`config.mk`:
```
export PLATFORM = sky130hd
export DESIGN_NAME = ethernet_rx_port_arbiter
export DESIGN_NICKNAME = d
export VERILOG_FILES = /design/src/rtl/eth_arb_pkg.sv /design/src/rtl/eth_rr_pick.sv /design/src/rtl/ethernet_rx_port_arbiter.sv
export SDC_FILE = /design/constraint.sdc
export NUM_CORES = 1
export LEC_CHECK = 0
export CAP_MARGIN = 30
export CORE_MARGIN = 3
export CORE_UTILIZATION = 38
export CTS_CLUSTER_SIZE = 16
export DETAILED_ROUTE_END_ITERATION = 10
export PLACE_DENSITY = 0.94
export SLEW_MARGIN = 20
export SYNTH_ARGS = -nofsm -noshare
export SYNTH_HDL_FRONTEND = slang
export SYNTH_HIERARCHICAL = 1
export SYNTH_SLANG_ARGS = --single-unit
```
`constraint.sdc`:
```
create_clock -name clk -period 2.3 [get_ports clk]
set_input_delay 0.46 -clock clk [delete_from_list [all_inputs] [get_ports clk]]
set_output_delay 0.46 -clock clk [all_outputs]
set_load 0.01 [all_outputs]
```
`src/rtl/eth_arb_pkg.sv`:
```
// rtl/eth_arb_pkg.sv - shared types and constants for the ethernet RX port arbiter
//
// Purpose : arbiter FSM state type, default watchdog limit, stall-counter width
//           and the port-ID width helper used by the arbiter and its picker.
// Ports   : none (package).
// Config  : INPUTWIDTH supplies the default AXIS byte-lane width (8 if unset).

`ifndef INPUTWIDTH
`define INPUTWIDTH 8
`endif

package eth_arb_pkg;

  typedef enum logic [1:0] {
    S_IDLE  = 2'd0,
    S_FRAME = 2'd1,
    S_META  = 2'd2
  } arb_state_e;

  localparam int TIMEOUT_DEFAULT = 1024;
  localparam int STALL_W         = 16;

  // Port-ID width; a 2-port arbiter still needs one bit of ID.
  function automatic int port_w(input int n);
    return (n <= 2) ? 1 : $clog2(n);
  endfunction

endpackage

```
`src/rtl/eth_rr_pick.sv`:
```
// rtl/eth_rr_pick.sv - combinational round-robin requester picker
//
// Purpose : selects the first asserted request strictly after the pointer,
//           scanning ptr+1 .. ptr+NUM_PORTS modulo NUM_PORTS.
// Ports   : req    in  NUM_PORTS  request vector
//           ptr    in  PORT_W     last-served port
//           valid  out 1          some request is asserted
//           idx    out PORT_W     winning port index
//           onehot out NUM_PORTS  winning port as a one-hot vector

module eth_rr_pick #(
  parameter int NUM_PORTS = 4,
  parameter int PORT_W    = 2
) (
  input  logic [NUM_PORTS-1:0] req,
  input  logic [PORT_W-1:0]    ptr,
  output logic                 valid,
  output logic [PORT_W-1:0]    idx,
  output logic [NUM_PORTS-1:0] onehot
);

  logic [PORT_W-1:0] cand;

  // Scan from the farthest candidate back to the nearest so the last hit
  // written is the one closest after the pointer.
  always_comb begin
    valid = 1'b0;
    idx   = '0;
    cand  = '0;
    for (int k = NUM_PORTS; k >= 1; k--) begin
      cand = PORT_W'((int'(ptr) + k) % NUM_PORTS);
      if (req[cand]) begin
        valid = 1'b1;
        idx   = cand;
      end
    end
  end

  assign onehot = valid ? (NUM_PORTS'(1) << idx) : '0;

endmodule

```
`src/rtl/ethernet_rx_port_arbiter.sv`:
```
// rtl/ethernet_rx_port_arbiter.sv - frame-granular round-robin arbiter for RX streams
//
// Purpose : shares one ethernet_ipv4_handler among NUM_PORTS byte-wide MAC RX
//           streams. One port owns the handler from its first byte until the
//           handler's metadata handshake (or drop strobe), and the owning port
//           ID is published alongside for the downstream TCP/UDP layers.
// Ports   : clk, rst_n                      clock, async active-low reset
//           s_axis_tdata/tvalid/tlast/tready per-port RX streams (port i data at
//                                            [i*DATA_WIDTH +: DATA_WIDTH])
//           m_axis_tdata/tvalid/tlast/tready stream to the handler
//           hdl_meta_valid, hdl_meta_ready   snooped handler metadata handshake
//           hdl_drop                         handler dropped the current frame
//           grant                            one-hot owner, 0 when idle
//           meta_port_id, meta_port_valid    owning port tag
//           abort                            one-cycle pulse on watchdog release
// Config  : ETH_ARB_TIMEOUT_EN enables the stall watchdog (TIMEOUT_CYCLES);
//           without it abort is held low.

`ifndef INPUTWIDTH
`define INPUTWIDTH 8
`endif

module ethernet_rx_port_arbiter
  import eth_arb_pkg::*;
#(
  parameter  int NUM_PORTS      = 4,
  parameter  int DATA_WIDTH     = `INPUTWIDTH,
  parameter  int TIMEOUT_CYCLES = TIMEOUT_DEFAULT,
  localparam int PORT_W         = port_w(NUM_PORTS)
) (
  input  logic                            clk,
  input  logic                            rst_n,
  input  logic [NUM_PORTS*DATA_WIDTH-1:0] s_axis_tdata,
  input  logic [NUM_PORTS-1:0]            s_axis_tvalid,
  output logic [NUM_PORTS-1:0]            s_axis_tready,
  input  logic [NUM_PORTS-1:0]            s_axis_tlast,
  output logic [DATA_WIDTH-1:0]           m_axis_tdata,
  output logic                            m_axis_tvalid,
  input  logic                            m_axis_tready,
  output logic                            m_axis_tlast,
  input  logic                            hdl_meta_valid,
  input  logic                            hdl_meta_ready,
  input  logic                            hdl_drop,
  output logic [NUM_PORTS-1:0]            grant,
  output logic [PORT_W-1:0]               meta_port_id,
  output logic                            meta_port_valid,
  output logic                            abort
);

  arb_state_e           state_q, state_d;
  logic [NUM_PORTS-1:0] grant_q, grant_d;
  logic [PORT_W-1:0]    port_q, port_d;
  logic [PORT_W-1:0]    ptr_q, ptr_d;
  logic                 meta_valid_q, meta_valid_d;
  logic                 abort_q, abort_d;

  logic                 pick_valid;
  logic [PORT_W-1:0]    pick_idx;
  logic [NUM_PORTS-1:0] pick_onehot;

  logic                  in_frame;
  logic                  g_tvalid;
  logic                  g_tlast;
  logic [DATA_WIDTH-1:0] g_tdata;
  logic                  beat;
  logic                  meta_done;
  logic                  stall_expire;
  logic                  release_port;

  // Arbitration only matters in S_IDLE; the result is ignored elsewhere.
  eth_rr_pick #(
    .NUM_PORTS (NUM_PORTS),
    .PORT_W    (PORT_W)
  ) u_pick (
    .req    (s_axis_tvalid),
    .ptr    (ptr_q),
    .valid  (pick_valid),
    .idx    (pick_idx),
    .onehot (pick_onehot)
  );

  // Granted port's stream, selected by the registered port ID.
  assign in_frame  = (state_q == S_FRAME);
  assign g_tvalid  = s_axis_tvalid[port_q];
  assign g_tlast   = s_axis_tlast[port_q];
  assign g_tdata   = s_axis_tdata[int'(port_q)*DATA_WIDTH +: DATA_WIDTH];
  assign beat      = in_frame && g_tvalid && m_axis_tready;
  assign meta_done = (hdl_meta_valid && hdl_meta_ready) || hdl_drop;

  // Zero-latency pass-through; forced to zero outside S_FRAME so the handler
  // never sees a stray beat while waiting on metadata.
  assign m_axis_tvalid = in_frame && g_tvalid;
  assign m_axis_tlast  = in_frame && g_tlast;
  assign m_axis_tdata  = in_frame ? g_tdata : '0;
  assign s_axis_tready = (in_frame && m_axis_tready) ? grant_q : '0;

`ifdef ETH_ARB_TIMEOUT_EN
  localparam logic [STALL_W-1:0] STALL_LAST = STALL_W'(TIMEOUT_CYCLES - 1);

  logic [STALL_W-1:0] stall_q, stall_d;
  logic               stall_tick;

  // A stall is a granted source going quiet mid-frame, or any cycle spent
  // waiting for the metadata handshake.
  assign stall_tick   = (in_frame && !g_tvalid) || (state_q == S_META);
  // A metadata handshake landing on the limit cycle still completes normally.
  assign stall_expire = stall_tick && (stall_q == STALL_LAST) &&
                        !((state_q == S_META) && meta_done);

  always_comb begin
    stall_d = stall_q;
    if (beat || (state_d != state_q)) begin
      stall_d = '0;
    end else if (stall_tick) begin
      stall_d = stall_q + 1'b1;
    end
  end

  always_ff @(posedge clk or negedge rst_n) begin
    if (!rst_n) begin
      stall_q <= '0;
    end else begin
      stall_q <= stall_d;
    end
  end
`else
  logic unused_timeout;

  assign stall_expire   = 1'b0;
  assign unused_timeout = ^TIMEOUT_CYCLES;
`endif

  always_comb begin
    state_d      = state_q;
    grant_d      = grant_q;
    port_d       = port_q;
    ptr_d        = ptr_q;
    meta_valid_d = meta_valid_q;
    abort_d      = 1'b0;
    release_port = 1'b0;

    case (state_q)
      S_IDLE: begin
        if (pick_valid) begin
          state_d      = S_FRAME;
          grant_d      = pick_onehot;
          port_d       = pick_idx;
          meta_valid_d = 1'b1;
        end
      end
      S_FRAME: begin
        // Metadata strobes here belong to no frame of ours and are ignored.
        if (beat && g_tlast) begin
          state_d = S_META;
        end
      end
      S_META: begin
        release_port = meta_done;
      end
      default: begin
        state_d = S_IDLE;
      end
    endcase

    if (stall_expire) begin
      release_port = 1'b1;
      abort_d      = 1'b1;
    end

    // The released port becomes the pointer so it drops to lowest priority.
    if (release_port) begin
      state_d      = S_IDLE;
      grant_d      = '0;
      ptr_d        = port_q;
      meta_valid_d = 1'b0;
    end
  end

  always_ff @(posedge clk or negedge rst_n) begin
    if (!rst_n) begin
      state_q      <= S_IDLE;
      grant_q      <= '0;
      port_q       <= '0;
      ptr_q        <= PORT_W'(NUM_PORTS - 1);
      meta_valid_q <= 1'b0;
      abort_q      <= 1'b0;
    end else begin
      state_q      <= state_d;
      grant_q      <= grant_d;
      port_q       <= port_d;
      ptr_q        <= ptr_d;
      meta_valid_q <= meta_valid_d;
      abort_q      <= abort_d;
    end
  end

  assign grant           = grant_q;
  assign meta_port_id    = port_q;
  assign meta_port_valid = meta_valid_q;
  assign abort           = abort_q;

endmodule

```
==> flow_summary_export.csv <==
group,metric,value,unit
status,status,"finished clean",
yosys,ys_top_cells_by_area,"dfrtp_1 23%, mux4_2 20%, nand2_1 6.8%, and2_1 6.3%, dfstp_2 5.3%",
worst_setup_path,worst_path_max_delay_cell,"clkdlybuf4s50_1",
final_layout,fill_cells,136,
final_layout,fin_util,0.767,
yosys,ys_ff_latch,11,
sta,finalHoldViolations,0,
yosys,synth_top_area_cell,"dfrtp_1",
sta,setup_viol,0,
clock_tree,max-clock-path-buffers,2,
global_routing,grt_max_degree,16,
worst_setup_path,endpoint_kind,"output pin",
global_routing,track_usage,0.226,
clock_tree,numCtsBuffers,3,
yosys,synth_warnings,6,
clock_tree,hold_buffers,0,
power,power_density,983,mW/mm^2
final_layout,drive_gt1_frac,0.238,
final_layout,diodes,0,
worst_setup_path,ff2ff_setup_slack,0.72,ns
placement,gp_congestion,0.844,
power,pwr-share-clk,0.079,
power,leakage,0.735,nW
sta,fin_tns_setup,0,ns
power,vdd_drop_max,674,uV
worst_setup_path,cpPeakStageDelay,0.53,ns
worst_setup_path,cp-start-kind,"flip-flop",
final_layout,fin_cells,209,
placement,hpwl,2890,microns
worst_setup_path,reg2reg_to,"state_q[1]$_DFFE_PN0P_",
global_routing,gr-total-overflow,0,
worst_setup_path,criticalPathCategory,"reg2out",
clock_tree,clk_pin_slew_worst_paths,0.07,ns
yosys,ys_seq_area_frac,0.280,
yosys,netlist_area,992,sq um
clock_tree,cts_tree,"done",
route,met1_length,1340,microns
power,p_switching,0.000672,W
sta,fin_crit_sh,0.973,
yosys,synth_flop_cell,"dfrtp_1",
die,fp-row-count,17,
yosys,synth_edf_count,0,
yosys,async_reset_ff_frac,1.00,
die,ios,68,
clock_tree,clkSinkCount,11,
route,first_iter_violations,45,
global_routing,grt_pass1_vias,1156,
global_routing,grt_pass1_wl,5700,microns
global_routing,antenna_found_initial,0,
die,start_util,0.424,
worst_setup_path,cpLargestDelayFamily,"simple AND/OR/NAND/NOR gates",
die,die-area,0.00326,sq mm
clock_tree,clk_latency,0.28,ns
worst_setup_path,crit_path_cell_trace,"and2b_4 -> and3_1 -> clkdlybuf4s50_1",
route,wirelength,3630,microns
route,drc_errors,0,
sta,slew_violations,0,
worst_setup_path,critPathBufInv,1,
worst_setup_path,reg2regPathDepth,6,
sta,slew-limit-headroom,0.590,
final_layout,finalNetCount,228,
worst_setup_path,r2r_start,"meta_port_id[0]$_DFFE_PN0P_",
power,p_seq_frac,0.215,
sta,post-route-min-period,2.24,ns
worst_setup_path,crit_path_max_fanout,15,
power,switching_share,0.381,
yosys,syn_inst,102,
job,maxCapViolCount,0,
route,avgRoutedWirePerCell,17.4,microns
power,power,0.00177,W
route,dr_wl_met2,1840,microns
route,vias_per_cell,5.35,
power,p_comb_frac,0.706,
clock_tree,cts_max_level,1,
worst_setup_path,required,1.84,ns
die,die_h,57.1,microns
die,dieWidth,57.1,microns
yosys,syn_nets,148,
clock_tree,root_buffer,"clkbuf_4",
sta,fin_skew,0.000960,ns
yosys,synth.distinct_cells,36,
sta,worst_pin_slew,0.614,ns
min_path,hold_class,"in2async",
worst_setup_path,worstPathArrival,1.78,ns
route,met3_length,368,microns
sta,fmax,0.447,GHz
route,ant_nets,0,
route,dr.pass1.iters,4,
yosys,postSynthAreaPerCell,9.73,sq um
placement,io_buffers,66,
route,vias,1119,
placement,placed_cells,201,
die,core,0.00234,sq mm
yosys,synth.top_cell.area_share,0.227,
final_layout,area_growth,81.0,%
power,p_int,0.00109,W
route,top_layer_used,"met4",
-- layout make-up --
| class | instances | area [sq um] | area share |
|---|---|---|---|
| Sequential cell | 11 | 279 | 0.155 |
| Multi-Input combinational cell | 81 | 662 | 0.369 |
| Inverter | 4 | 15.0 | 0.00836 |
| Tap cell | 28 | 35.0 | 0.0195 |
| Clock inverter | 1 | 5.00 | 0.00279 |
| Clock buffer | 3 | 22.5 | 0.0125 |
| Timing Repair Buffer | 81 | 777 | 0.433 |
-- synthesized netlist by cell type (all sizes together), types with 2 or more instances --
cell    number
inv          4
o21ai        7
nand2       18
clkbuf       2
mux4        10
mux2         2
and2        10
nand2b       5
dfrtp        9
and3         4
a21oi        5
buf          4
nor2         5
dfstp        2
-- worst max path at each step --
stage,startpoint,endpoint,slack (ns),cells past startpoint
detailed placement,s_axis_tlast[1],m_axis_tlast,-0.26,4
global route,state_q[1]$_DFFE_PN0P_,s_axis_tready[0],-0.02,3
finish,state_q[1]$_DFFE_PN0P_,s_axis_tready[0],0.06,3
CTS,s_axis_tdata[31],m_axis_tdata[7],0.01,4
global placement,s_axis_tlast[1],m_axis_tlast,-0.22,4
floorplan,meta_port_id[0]$_DFFE_PN0P_,m_axis_tdata[0],0.53,3
-- cells by family after synthesis --
kind of cell | after synthesis | share of synthesized area
mux | 12 | 0.253
simple gates | 47 | 0.250
buf+inv | 10 | 0.0517
compound gates | 21 | 0.161
other cells | 1 | 0.00378
flops | 11 | 0.280
-- registers in the layout, summed over array words and instances, names as in the netlist --
signal	flops
grant	4
meta_port_id	2
meta_port_valid	1
ptr_q	2
state_q	2
-- worst register-to-register path, stage by stage, from the launching register on --
cell	delay [ns]
dfrtp_2	0.42
buf_4	0.13
mux4_2	0.49
buf_4	0.14
buf_4	0.13
nand4_1	0.08
o21ai_1	0.07
-- per-layer routing --
metal / up-vias / global-route usage
li1: 532 / -
met1: 517 / 0.246
met2: 61 / 0.421
met3: 9 / 0.0724
met4: 0 / 0.0530
met5: - / 0
-- per-stage QoR --
| stage | instance area [sq um] | hold slack (ns) | setup WS [ns] |
|---|---|---|---|
| global route | 1800 | 0.535 | -0.0152 |
| CTS | 1780 | 0.517 | 0.0132 |
| floorplan | 992 | 0.164 | 0.527 |
| global placement | 1750 | 0.497 | -0.223 |
| finish | 1800 | 0.507 | 0.0610 |
| detailed placement | 1750 | 0.501 | -0.262 |
-- cells in the final DEF (no fill, tap or decap), drive strengths merged, types with 2 or more instances in the layout --
cell,netlist,routed
dlygate4sd2,0,3
nand2,18,18
nor2,5,5
clkdlybuf4s15,0,6
nand2b,5,5
inv,4,4
and2,10,10
clkdlybuf4s50,0,56
buf,4,15
and3,4,4
dfrtp,9,9
clkbuf,2,4
mux4,10,10
dfstp,2,2
a21oi,5,5
o21ai,7,7
mux2,2,2
-- timing repair --
| action | CTS | global route |
|---|---|---|
| setup endpoints to repair | 14 | 12 |
| buffers inserted | 2 | 2 |
| gates resized for setup | 14 | 8 |
-- power groups by stage --
stage                     registers, W  clock network [W]  logic, W
after floorplan               0.000364                  0  0.000632
after global placement        0.000375                  0   0.00121
after detailed placement      0.000382                  0   0.00125
after CTS                     0.000375           0.000142   0.00121
after global routing          0.000394           0.000154   0.00134
final                         0.000379           0.000139   0.00125
No activity file was read; power rests on OpenSTA's default activity.
